==> src/rtl/key_filter_pkg.sv <==
// Shared constants, state encoding and helpers for the four-key input conditioner.
package key_filter_pkg;

   localparam int unsigned NUM_KEYS    = 4;
   localparam int unsigned KEY_IDX_W   = $clog2(NUM_KEYS);
   // 20 ms window at 50 MHz, expressed as cycles minus one
   localparam int unsigned DEF_CNT_MAX = 999_999;

   typedef enum logic [1:0] {
      IDLE         = 2'd0,
      PRESS_WAIT   = 2'd1,
      PRESSED      = 2'd2,
      RELEASE_WAIT = 2'd3
   } kf_state_e;

   // Lowest set bit wins: key 0 has the highest priority.
   function automatic logic [KEY_IDX_W-1:0] prio_enc(input logic [NUM_KEYS-1:0] v);
      logic [KEY_IDX_W-1:0] idx;
      idx = '0;
      for (int i = NUM_KEYS - 1; i >= 0; i--) begin
         if (v[i]) idx = KEY_IDX_W'(i);
      end
      return idx;
   endfunction

endpackage

==> src/rtl/key_filter_if.sv <==
// Key input and conditioned output bundle between the board keys and downstream consumers.
interface key_filter_if;
   import key_filter_pkg::*;

   logic [NUM_KEYS-1:0]  key_in;
   logic [NUM_KEYS-1:0]  key_press;
   logic [NUM_KEYS-1:0]  key_release;
   logic [NUM_KEYS-1:0]  key_state;
   logic                 key_flag;
   logic [KEY_IDX_W-1:0] key_value;

   modport slave (
      input  key_in,
      output key_press, key_release, key_state, key_flag, key_value
   );

   modport master (
      output key_in,
      input  key_press, key_release, key_state, key_flag, key_value
   );

endinterface

==> src/rtl/key_filter_debounce_1ch.sv <==
// Single-key conditioner: 2-FF synchroniser, debounce FSM with a private window counter.
module key_debounce_1ch
   import key_filter_pkg::*;
#(
   parameter int unsigned CNT_MAX = DEF_CNT_MAX
) (
   input  logic clk,
   input  logic rst_n,
   input  logic key_i,
   output logic press_o,
   output logic rel_o,
   output logic state_o
);

   localparam int unsigned   CW       = (CNT_MAX > 0) ? $clog2(CNT_MAX + 1) : 1;
   localparam logic [CW-1:0] CNT_LAST = CW'(CNT_MAX);

   logic [1:0]    sync_q;
   logic          key_s;
   kf_state_e     state_q, state_d;
   logic [CW-1:0] cnt_q, cnt_d;
   logic          press_q, press_d;
   logic          rel_q, rel_d;

   // Synchroniser resets to "released" so reset never looks like a press.
   always_ff @(posedge clk or negedge rst_n) begin
      if (!rst_n) sync_q <= 2'b11;
      else        sync_q <= {sync_q[0], key_i};
   end

   assign key_s = sync_q[1];

   always_ff @(posedge clk or negedge rst_n) begin
      if (!rst_n) begin
         state_q <= IDLE;
         cnt_q   <= '0;
         press_q <= 1'b0;
         rel_q   <= 1'b0;
      end else begin
         state_q <= state_d;
         cnt_q   <= cnt_d;
         press_q <= press_d;
         rel_q   <= rel_d;
      end
   end

   always_comb begin
      state_d = state_q;
      cnt_d   = cnt_q;
      press_d = 1'b0;
      rel_d   = 1'b0;
      unique case (state_q)
         IDLE: begin
            if (!key_s) begin
               state_d = PRESS_WAIT;
               cnt_d   = '0;
            end
         end
         PRESS_WAIT: begin
            if (key_s) begin
               state_d = IDLE;
               cnt_d   = '0;
            end else if (cnt_q == CNT_LAST) begin
               state_d = PRESSED;
               cnt_d   = '0;
               press_d = 1'b1;
            end else begin
               cnt_d = cnt_q + CW'(1);
            end
         end
         PRESSED: begin
            if (key_s) begin
               state_d = RELEASE_WAIT;
               cnt_d   = '0;
            end
         end
         RELEASE_WAIT: begin
            // A bounce back low returns to PRESSED silently; no second press pulse.
            if (!key_s) begin
               state_d = PRESSED;
               cnt_d   = '0;
            end else if (cnt_q == CNT_LAST) begin
               state_d = IDLE;
               cnt_d   = '0;
               rel_d   = 1'b1;
            end else begin
               cnt_d = cnt_q + CW'(1);
            end
         end
         default: begin
            state_d = IDLE;
            cnt_d   = '0;
         end
      endcase
   end

   assign press_o = press_q;
   assign rel_o   = rel_q;
   assign state_o = (state_q == PRESSED) || (state_q == RELEASE_WAIT);

endmodule

==> src/rtl/key_filter.sv <==
// Four-key conditioner top: per-key debouncers plus registered pulses, levels, flag and key index.
module key_filter
   import key_filter_pkg::*;
#(
   parameter int unsigned CNT_MAX = DEF_CNT_MAX
) (
   input  logic         sys_clk,
   input  logic         sys_rst_n,
   key_filter_if.slave  kif
);

   logic [NUM_KEYS-1:0]  press_w, rel_w, state_w;
   logic [NUM_KEYS-1:0]  press_q, rel_q, state_q;
   logic                 flag_q;
   logic [KEY_IDX_W-1:0] value_q, value_d;

   for (genvar i = 0; i < NUM_KEYS; i++) begin : g_key
      key_debounce_1ch #(
         .CNT_MAX (CNT_MAX)
      ) u_ch (
         .clk     (sys_clk),
         .rst_n   (sys_rst_n),
         .key_i   (kif.key_in[i]),
         .press_o (press_w[i]),
         .rel_o   (rel_w[i]),
         .state_o (state_w[i])
      );
   end

   // Index only moves on a press; releases and idle cycles keep the last one.
   always_comb begin
      value_d = value_q;
      if (|press_w) value_d = prio_enc(press_w);
   end

   always_ff @(posedge sys_clk or negedge sys_rst_n) begin
      if (!sys_rst_n) begin
         press_q <= '0;
         rel_q   <= '0;
         state_q <= '0;
         flag_q  <= 1'b0;
         value_q <= '0;
      end else begin
         press_q <= press_w;
         rel_q   <= rel_w;
         state_q <= state_w;
         flag_q  <= |press_w;
         value_q <= value_d;
      end
   end

   assign kif.key_press   = press_q;
   assign kif.key_release = rel_q;
   assign kif.key_state   = state_q;
   assign kif.key_flag    = flag_q;
   assign kif.key_value   = value_q;

endmodule

==> src/flat_wrapper.sv <==
// flat-port wrapper written by rule: the top's interface ports become plain ports
module key_filter_flat import key_filter_pkg::*;
#(
   parameter int unsigned CNT_MAX = DEF_CNT_MAX
)
  (sys_clk, sys_rst_n, kif_key_in, kif_key_press, kif_key_release, kif_key_state, kif_key_flag, kif_key_value);
  key_filter_if kif_i ();
  input  logic sys_clk;
  input  logic sys_rst_n;
  input wire logic [$bits(kif_i.key_in)-1:0] kif_key_in;
  output wire logic [$bits(kif_i.key_press)-1:0] kif_key_press;
  output wire logic [$bits(kif_i.key_release)-1:0] kif_key_release;
  output wire logic [$bits(kif_i.key_state)-1:0] kif_key_state;
  output wire logic [$bits(kif_i.key_flag)-1:0] kif_key_flag;
  output wire logic [$bits(kif_i.key_value)-1:0] kif_key_value;
  assign kif_i.key_in = kif_key_in;
  assign kif_key_press = kif_i.key_press;
  assign kif_key_release = kif_i.key_release;
  assign kif_key_state = kif_i.key_state;
  assign kif_key_flag = kif_i.key_flag;
  assign kif_key_value = kif_i.key_value;
  key_filter #(.CNT_MAX(CNT_MAX)) u_core (.sys_clk(sys_clk), .sys_rst_n(sys_rst_n), .kif(kif_i));
endmodule
==> config.mk <==
export PLATFORM = sky130hd
export DESIGN_NAME = key_filter_flat
export DESIGN_NICKNAME = d
export VERILOG_FILES = /design/src/rtl/key_filter_pkg.sv /design/src/rtl/key_filter_if.sv /design/src/rtl/key_filter_debounce_1ch.sv /design/src/rtl/key_filter.sv /design/src/flat_wrapper.sv
export SDC_FILE = /design/constraint.sdc
export NUM_CORES = 1
export LEC_CHECK = 0
export BUFFER_PORTS_ARGS = -buffer_cell sky130_fd_sc_hd__buf_4
export CAP_MARGIN = 5
export CORE_MARGIN = 1.5
export CORE_UTILIZATION = 36
export CTS_CLUSTER_SIZE = 28
export DETAILED_ROUTE_END_ITERATION = 8
export GPL_TIMING_DRIVEN = 0
export PLACE_DENSITY = 0.57
export SYNTH_ARGS = -nofsm -noshare
export SYNTH_HDL_FRONTEND = slang
export SYNTH_SLANG_ARGS = --single-unit
==> constraint.sdc <==
create_clock -name sys_clk -period 2.7 [get_ports sys_clk]
set_input_delay 0.135 -clock sys_clk [delete_from_list [all_inputs] [get_ports sys_clk]]
set_output_delay 0.135 -clock sys_clk [all_outputs]
set_load 0.02 [all_outputs]
After elaboration in Yosys (flattened, before gate mapping) --
Cells that the tools add are included.
Word-level totals: register bits after elaboration 119, bits in latches 0, bits in writable memories 0, ROM bits 0, input port bits 6, output and inout port bits 15, logic and storage cells 154, memories kept 0
Operators by class: add/sub/neg operators 4, multipliers 0, divide/modulo/power cells 0, magnitude comparators 0, equality and inequality tests 32, shift-type cells 0, mux-type cells 76, bitwise gates (word level) 0, reductions and logical operators 17
Operators by type and width (count):
- $mux 20 | 20
- $pmux 20 s4 | 4
- $add 20x1->20 const B | 4
- $eq 20x20->1 const B | 4
- $mux 2 | 28
- $pmux 2 s4 | 4
- $ne 3x3->1 const B | 8
- $mux 1 | 20
- $eq 2x2->1 const B | 8
- $ne 2x2->1 const B | 8
- $reduce_and 4->1 | 4
- $eq 2x1->1 const B | 4
- $logic_not 2->1 | 4
- $reduce_and 2->1 | 4
- $logic_or 1x1->1 | 4
- $reduce_or 4->1 | 1

Logic depth before layout (Yosys ltp) --
depth after elaboration 4, mapped depth 8, gate-level depth less buffers 6

Modules after synthesis --
From an unflattened synthesis, not the netlist that was laid out.
Unflattened totals: cell total of the unflattened synthesis 595, area total of the unflattened synthesis 5918.2 um^2
Modules (own cells, without submodules):
- key_debounce_1ch at u_core.g_key[0].u_ch ... | instances 3, cells an instance 144, area an instance 1387.6 um^2, sequential area each 653.1 um^2
- key_debounce_1ch at u_core.g_key[3].u_ch | instances 1, cells an instance 142, area an instance 1346.3 um^2, sequential area each 653.1 um^2
- key_filter | instances 1, cells an instance 21, area an instance 409.1 um^2, sequential area each 375.4 um^2

Worst setup path after synthesis --
No wires, ideal clock.
path type flip-flop to flip-flop, start point register u_core.g_key[0].u_ch.cnt_q[10], end point register u_core.g_key[0].u_ch.cnt_q[11], library setup time 0.121 ns, arrival time 1.841 ns, required time 2.579 ns, path slack 0.738 ns, stages on the path, launching flop included 7, path buffers 1, clock period less this slack 1.962 ns, path through dfrtp_1 -> buf_6 -> or4_4 -> nor4_4 -> a21oi_2 -> a21o_1 -> a22o_1
On the way: longest elaborated chain between the ends 4, elaborated cells on any way between the ends 6, classes of those cells 1 x add/sub; 1 x eq/ne; 4 x mux
RTL lines:
- start, declared | line key_filter_debounce_1ch.sv:21 | logic [CW-1:0] cnt_q, cnt_d;
- start signal, assigned | line key_filter_debounce_1ch.sv:41 | cnt_q <= cnt_d;
- $add 20x1->20 or $eq 20x20->1 (tied branches)
- $mux 20 (*) | line key_filter_debounce_1ch.sv:63, key_filter_debounce_1ch.sv:82
- $mux 20 (on tied branches) | line key_filter_debounce_1ch.sv:79, key_filter_debounce_1ch.sv:60
- $pmux 20 s4 (*) | line key_filter_debounce_1ch.sv:52 | unique case (state_q)
Every way passes the cells marked *; elsewhere a longest branch is shown, timed or not. A chain may end at the register's enable or synchronous reset.

Worst setup path after layout --
start point register u_core.g_key[1].u_ch.sync_q[1], end point register u_core.g_key[1].u_ch.cnt_q[18]
On the way: longest elaborated chain between the ends 2, elaborated cells on any way between the ends 6, classes of those cells 2 x eq/ne; 3 x mux; 1 x reduce/logical
RTL lines:
- start, declared | line key_filter_debounce_1ch.sv:18 | logic [1:0] sync_q;
- start signal, assigned | line key_filter_debounce_1ch.sv:28 | else sync_q <= {sync_q[0], key_i};
- $mux 20, or another cell as far along | line key_filter_debounce_1ch.sv:79 | if (!key_s) begin
- $pmux 20 s4 or $reduce_and 2->1 (tied branches)
- end signal, assigned | line key_filter_debounce_1ch.sv:41
- end, declared | line key_filter_debounce_1ch.sv:21
Parallel ways exist; a longest one is shown, timed or not.

==> metrics.txt <==
# TYPE chip_impl_metric gauge
chip_impl_metric{name="chip_width",unit="µm"} 129.9
chip_impl_metric{name="vertical_extent_of_the_die",unit="µm"} 129.9
chip_impl_metric{name="route.antenna.remaining_nets",unit=""} 0
chip_impl_metric{name="netlist_area_before_placement",unit="µm²"} 5799
chip_impl_metric{name="placeableCoreArea",unit="µm²"} 15830
chip_impl_metric{name="drcViolationCount",unit=""} 0
chip_impl_info{name="synth_largest_area_cell",value="dfrtp_1"} 1
chip_impl_info{name="hold_class",value="input pin to async pin"} 1
chip_impl_metric{name="cp_max_fo",unit=""} 10
chip_impl_metric{name="floorplan.initialDensity",unit="%"} 36.64
chip_impl_metric{name="boundary_pin_count",unit=""} 21
chip_impl_metric{name="grt_first_pass_wirelength",unit="µm"} 22380
chip_impl_metric{name="routedWlPerCell",unit="µm"} 14.54
chip_impl_metric{name="fin_skew",unit="ps"} 7.118
chip_impl_metric{name="maxCapViolations",unit=""} 0
chip_impl_metric{name="vdd_drop_max",unit="mV"} 0.4537
chip_impl_metric{name="final_min_period_over_clock_period",unit="%"} 83.76
chip_impl_metric{name="first_global_vias",unit=""} 4737
chip_impl_metric{name="clkSlewWorstSetupHoldPaths",unit="ps"} 50
chip_impl_metric{name="nFillCells",unit=""} 1488
chip_impl_metric{name="synth_warnings",unit=""} 0
chip_impl_metric{name="unique_cell_type_count_in_the_yosys_netlist",unit=""} 52
chip_impl_metric{name="total_congestion_overflow_after_global_routing",unit=""} 0
chip_impl_metric{name="clock_latency",unit="ps"} 420
chip_impl_metric{name="groute.usage.overall",unit="%"} 16.86
chip_impl_metric{name="synth.yosys.seq_area_share",unit="%"} 51.52
chip_impl_metric{name="cts_resized",unit=""} 0
chip_impl_metric{name="die-area",unit="µm²"} 16880
chip_impl_metric{name="clock_sinks",unit=""} 119
chip_impl_metric{name="drt_iter0_markers",unit=""} 570
chip_impl_metric{name="fmax",unit="MHz"} 442.2
chip_impl_metric{name="number_of_antenna_violations_at_the_first_check_in_global_routing",unit=""} 0
chip_impl_metric{name="drt_first_pass_iters",unit=""} 5
chip_impl_info{name="clk_root_buffer_cell",value="clkbuf_16"} 1
chip_impl_metric{name="timing.final.crit_period",unit="ps"} 2261
chip_impl_info{name="synth_top_flop_cell",value="dfrtp_1"} 1
chip_impl_metric{name="drt-total-wl",unit="µm"} 13040
chip_impl_info{name="run_status",value="finished, final reports clean"} 1
chip_impl_info{name="tritoncts_clock_tree",value="built"} 1
chip_impl_metric{name="count_of_endpoints_failing_setup_in_the_final_report",unit=""} 0
chip_impl_metric{name="transition_at_the_pin_with_the_smallest_max_transition_slack",unit="ps"} 913.6
chip_impl_metric{name="detail_route.vias_per_cell",unit=""} 5.430
chip_impl_metric{name="rows",unit=""} 46
chip_impl_metric{name="vias",unit=""} 4871
chip_impl_metric{name="place.detailed.instances",unit=""} 860
chip_impl_metric{name="finalWeightedCongestion",unit=""} 0.8702
chip_impl_metric{name="layout.nets",unit=""} 678
chip_impl_metric{name="totalNegativeSetupSlack",unit="ps"} 0
chip_impl_metric{name="area.growth.synth_to_final",unit="%"} 19.59
chip_impl_metric{name="postSynthAreaPerCell",unit="µm²"} 9.309
chip_impl_info{name="path_class",value="register to register"} 1
chip_impl_metric{name="async_reset_ff_share",unit="%"} 100.0
chip_impl_info{name="layout_commonest_cell",value="dfrtp_1"} 1
chip_impl_metric{name="synth_seq_cells",unit=""} 119
chip_impl_metric{name="cts_buffer_depth",unit=""} 2
chip_impl_metric{name="cellPowerDensity",unit="nW/µm²"} 748.2
chip_impl_metric{name="final_max_slew_viol_count",unit=""} 0
chip_impl_metric{name="timing.final.hold_violations",unit=""} 0
chip_impl_metric{name="numPortBuffers",unit=""} 20
chip_impl_metric{name="area_share_of_the_leading_cell_type_in_the_synthesized_netlist",unit="%"} 47.90
chip_impl_info{name="rsz0062_at_grt",value="false"} 1
chip_impl_metric{name="worst_ep_required_time",unit="ps"} 3040
chip_impl_metric{name="synth-edff-count",unit=""} 0
chip_impl_metric{name="cts-htree-levels",unit=""} 4
chip_impl_info{name="ys_top_cells_by_area",value="dfrtp_1 (48%), nand2_1 (5.0%), nand3_1 (4.7%)"} 1
chip_impl_metric{name="max_slew_margin",unit="%"} 38.53
chip_impl_metric{name="netlist_instances",unit=""} 623
chip_impl_metric{name="worst_ep_arrival_time",unit="ps"} 2600
chip_impl_info{name="setup.worst_path.end_class",value="register"} 1
chip_impl_metric{name="numCtsBuffers",unit=""} 17
chip_impl_metric{name="largest_net_degree_at_the_start_of_global_routing",unit=""} 91
chip_impl_metric{name="synthesized_net_count",unit=""} 633
chip_impl_info{name="start_kind",value="register"} 1
chip_impl_info{name="most-common-layout-cells",value="dfrtp_1 (111), nand2_1 (77), nand3_1 (55)"} 1
chip_impl_metric{name="antenna_cells_inserted",unit=""} 0
chip_impl_metric{name="power_leakage",unit="nW"} 2.871
chip_impl_metric{name="post_route_cells_drive_above_1_share",unit="%"} 11.60
chip_impl_metric{name="detailedPlacementHpwl",unit="µm"} 8826
chip_impl_metric{name="post_layout_nonfiller_instances",unit=""} 897
-- where the power goes --
group          internal (mW)  switching (mW)  total, mW
Clock                   1.64           0.785       2.42
Sequential              1.88           0.116       2.00
Combinational          0.254           0.516      0.770
-- timing repair --
item,4_1_cts,5_1_grt
setup buffers,0,0
setup endpoints to repair,0,0
hold buffers,5,0
hold endpoints to repair,36,0
-- critical path: stages, from the launching register on --
cell and delay [ps]:
dfstp_2 570, xnor2_1 170, nand2_1 210, a31oi_2 470
clkbuf_1 440, a21oi_1 150, mux2i_1 170
-- cells in the mapped netlist, types with 2 or more instances --
master	count
o31ai_1	4
buf_6	2
o22ai_1	6
or3_1	19
nor4_4	2
a21o_1	10
a31oi_1	3
nand3_1	55
nor3b_1	4
and2_1	2
a21oi_1	45
dfstp_2	8
ha_1	4
a221o_1	2
o21bai_1	4
and2_0	2
xnor2_1	6
o21ai_0	41
and3_1	13
or4_1	3
dfrtp_1	111
o211ai_1	2
or2_2	7
mux2i_1	14
or4_4	2
nand2_1	77
nor2_1	34
nor3_1	20
nand4_1	26
a32oi_1	2
and4_1	7
nor4_1	7
a22o_1	8
inv_1	33
clkbuf_1	16
buf_2	6
-- layout make-up --
cell class	instances	area (µm²)	share of cell area, %
sequential	119	2988	43.08
multi-input combinational	447	2575	37.13
clock buffer	24	491.7	7.090
tap	216	270.3	3.897
timing repair buffer	26	231.5	3.338
clock inverter	8	142.6	2.057
inverter	33	123.9	1.786
buffer	24	112.6	1.624
-- per-layer routing --
metal / track usage [%] / up-vias / part of all wire, %
met1: 22.07 / 2359 / 47
met4: 7.908 / 0 / 2.3
met3: 4.305 / 32 / 4.2
met2: 26.24 / 128 / 47
li1: - / 2352 / -
met5: 0 / - / 0
-- stage by stage --
step | hold WS, ps | power (mW) | util (%) | cell area (µm²) | worst slack [ps]
detailed placement | 36.35 | 2.784 | 39.49 | 6251 | 442.7
global placement | 244.8 | 2.763 | 39.30 | 6220 | 481.5
floorplan | -160.6 | 2.525 | - | 5799 | 737.9
global route | 200.1 | 5.439 | 43.82 | 6935 | 230.4
finish | 163.2 | 5.189 | 43.82 | 6935 | 438.6
CTS | 159.6 | 5.239 | 43.82 | 6935 | 427.2
-- worst paths after layout --
| kind | from | depth (start not counted) | slack [ps] | to |
|---|---|---|---|---|
| max in group asynchronous | sys_rst_n | 3 | 1800 | u_core.g_key[3].u_ch.sync_q[0] |
| worst min-delay path | sys_rst_n | 2 | 160 | u_core.g_key[0].u_ch.cnt_q[9] |
| min in group sys_clk | u_core.g_key[1].u_ch.rel_o | 0 | 350 | u_core.kif.key_release[1] |
| worst max register to register | u_core.g_key[1].u_ch.sync_q[1] | 6 | 440 | u_core.g_key[1].u_ch.cnt_q[18] |
| worst max-delay path | u_core.g_key[1].u_ch.sync_q[1] | 6 | 440 | u_core.g_key[1].u_ch.cnt_q[18] |
| worst min register to register | u_core.g_key[1].u_ch.rel_o | 0 | 350 | u_core.kif.key_release[1] |
-- flip-flops by register name, indices dropped and copies added, names as in the netlist, named ones only --
| name | flops |
|---|---|
| u_core.g_key.u_ch.press_o | 4 |
| u_core.kif.key_value | 2 |
| u_core.g_key.u_ch.sync_q | 8 |
| u_core.g_key.u_ch.rel_o | 4 |
| u_core.kif.key_flag | 1 |
| u_core.g_key.u_ch.state_q | 4 |
| u_core.kif.key_state | 4 |
| u_core.kif.key_release | 4 |
| u_core.g_key.u_ch.cnt_q | 80 |
| u_core.kif.key_press | 4 |
-- kinds of logic (layout without fill, tap and decap cells) --
group / after synthesis / count (layout) / share of synthesized area (%)
AOI/OAI and AO/OA: 136 / 136 / 14.22
xor gates and xnor gates: 7 / 7 / 1.057
adders and majority gates: 4 / 4 / 0.8630
buffers and inverters: 57 / 115 / 4.078
DFF: 119 / 119 / 51.52
muxes: 14 / 14 / 2.416
and+or+nand+nor: 286 / 286 / 25.85
No activity file was read; power rests on OpenSTA's default activity.
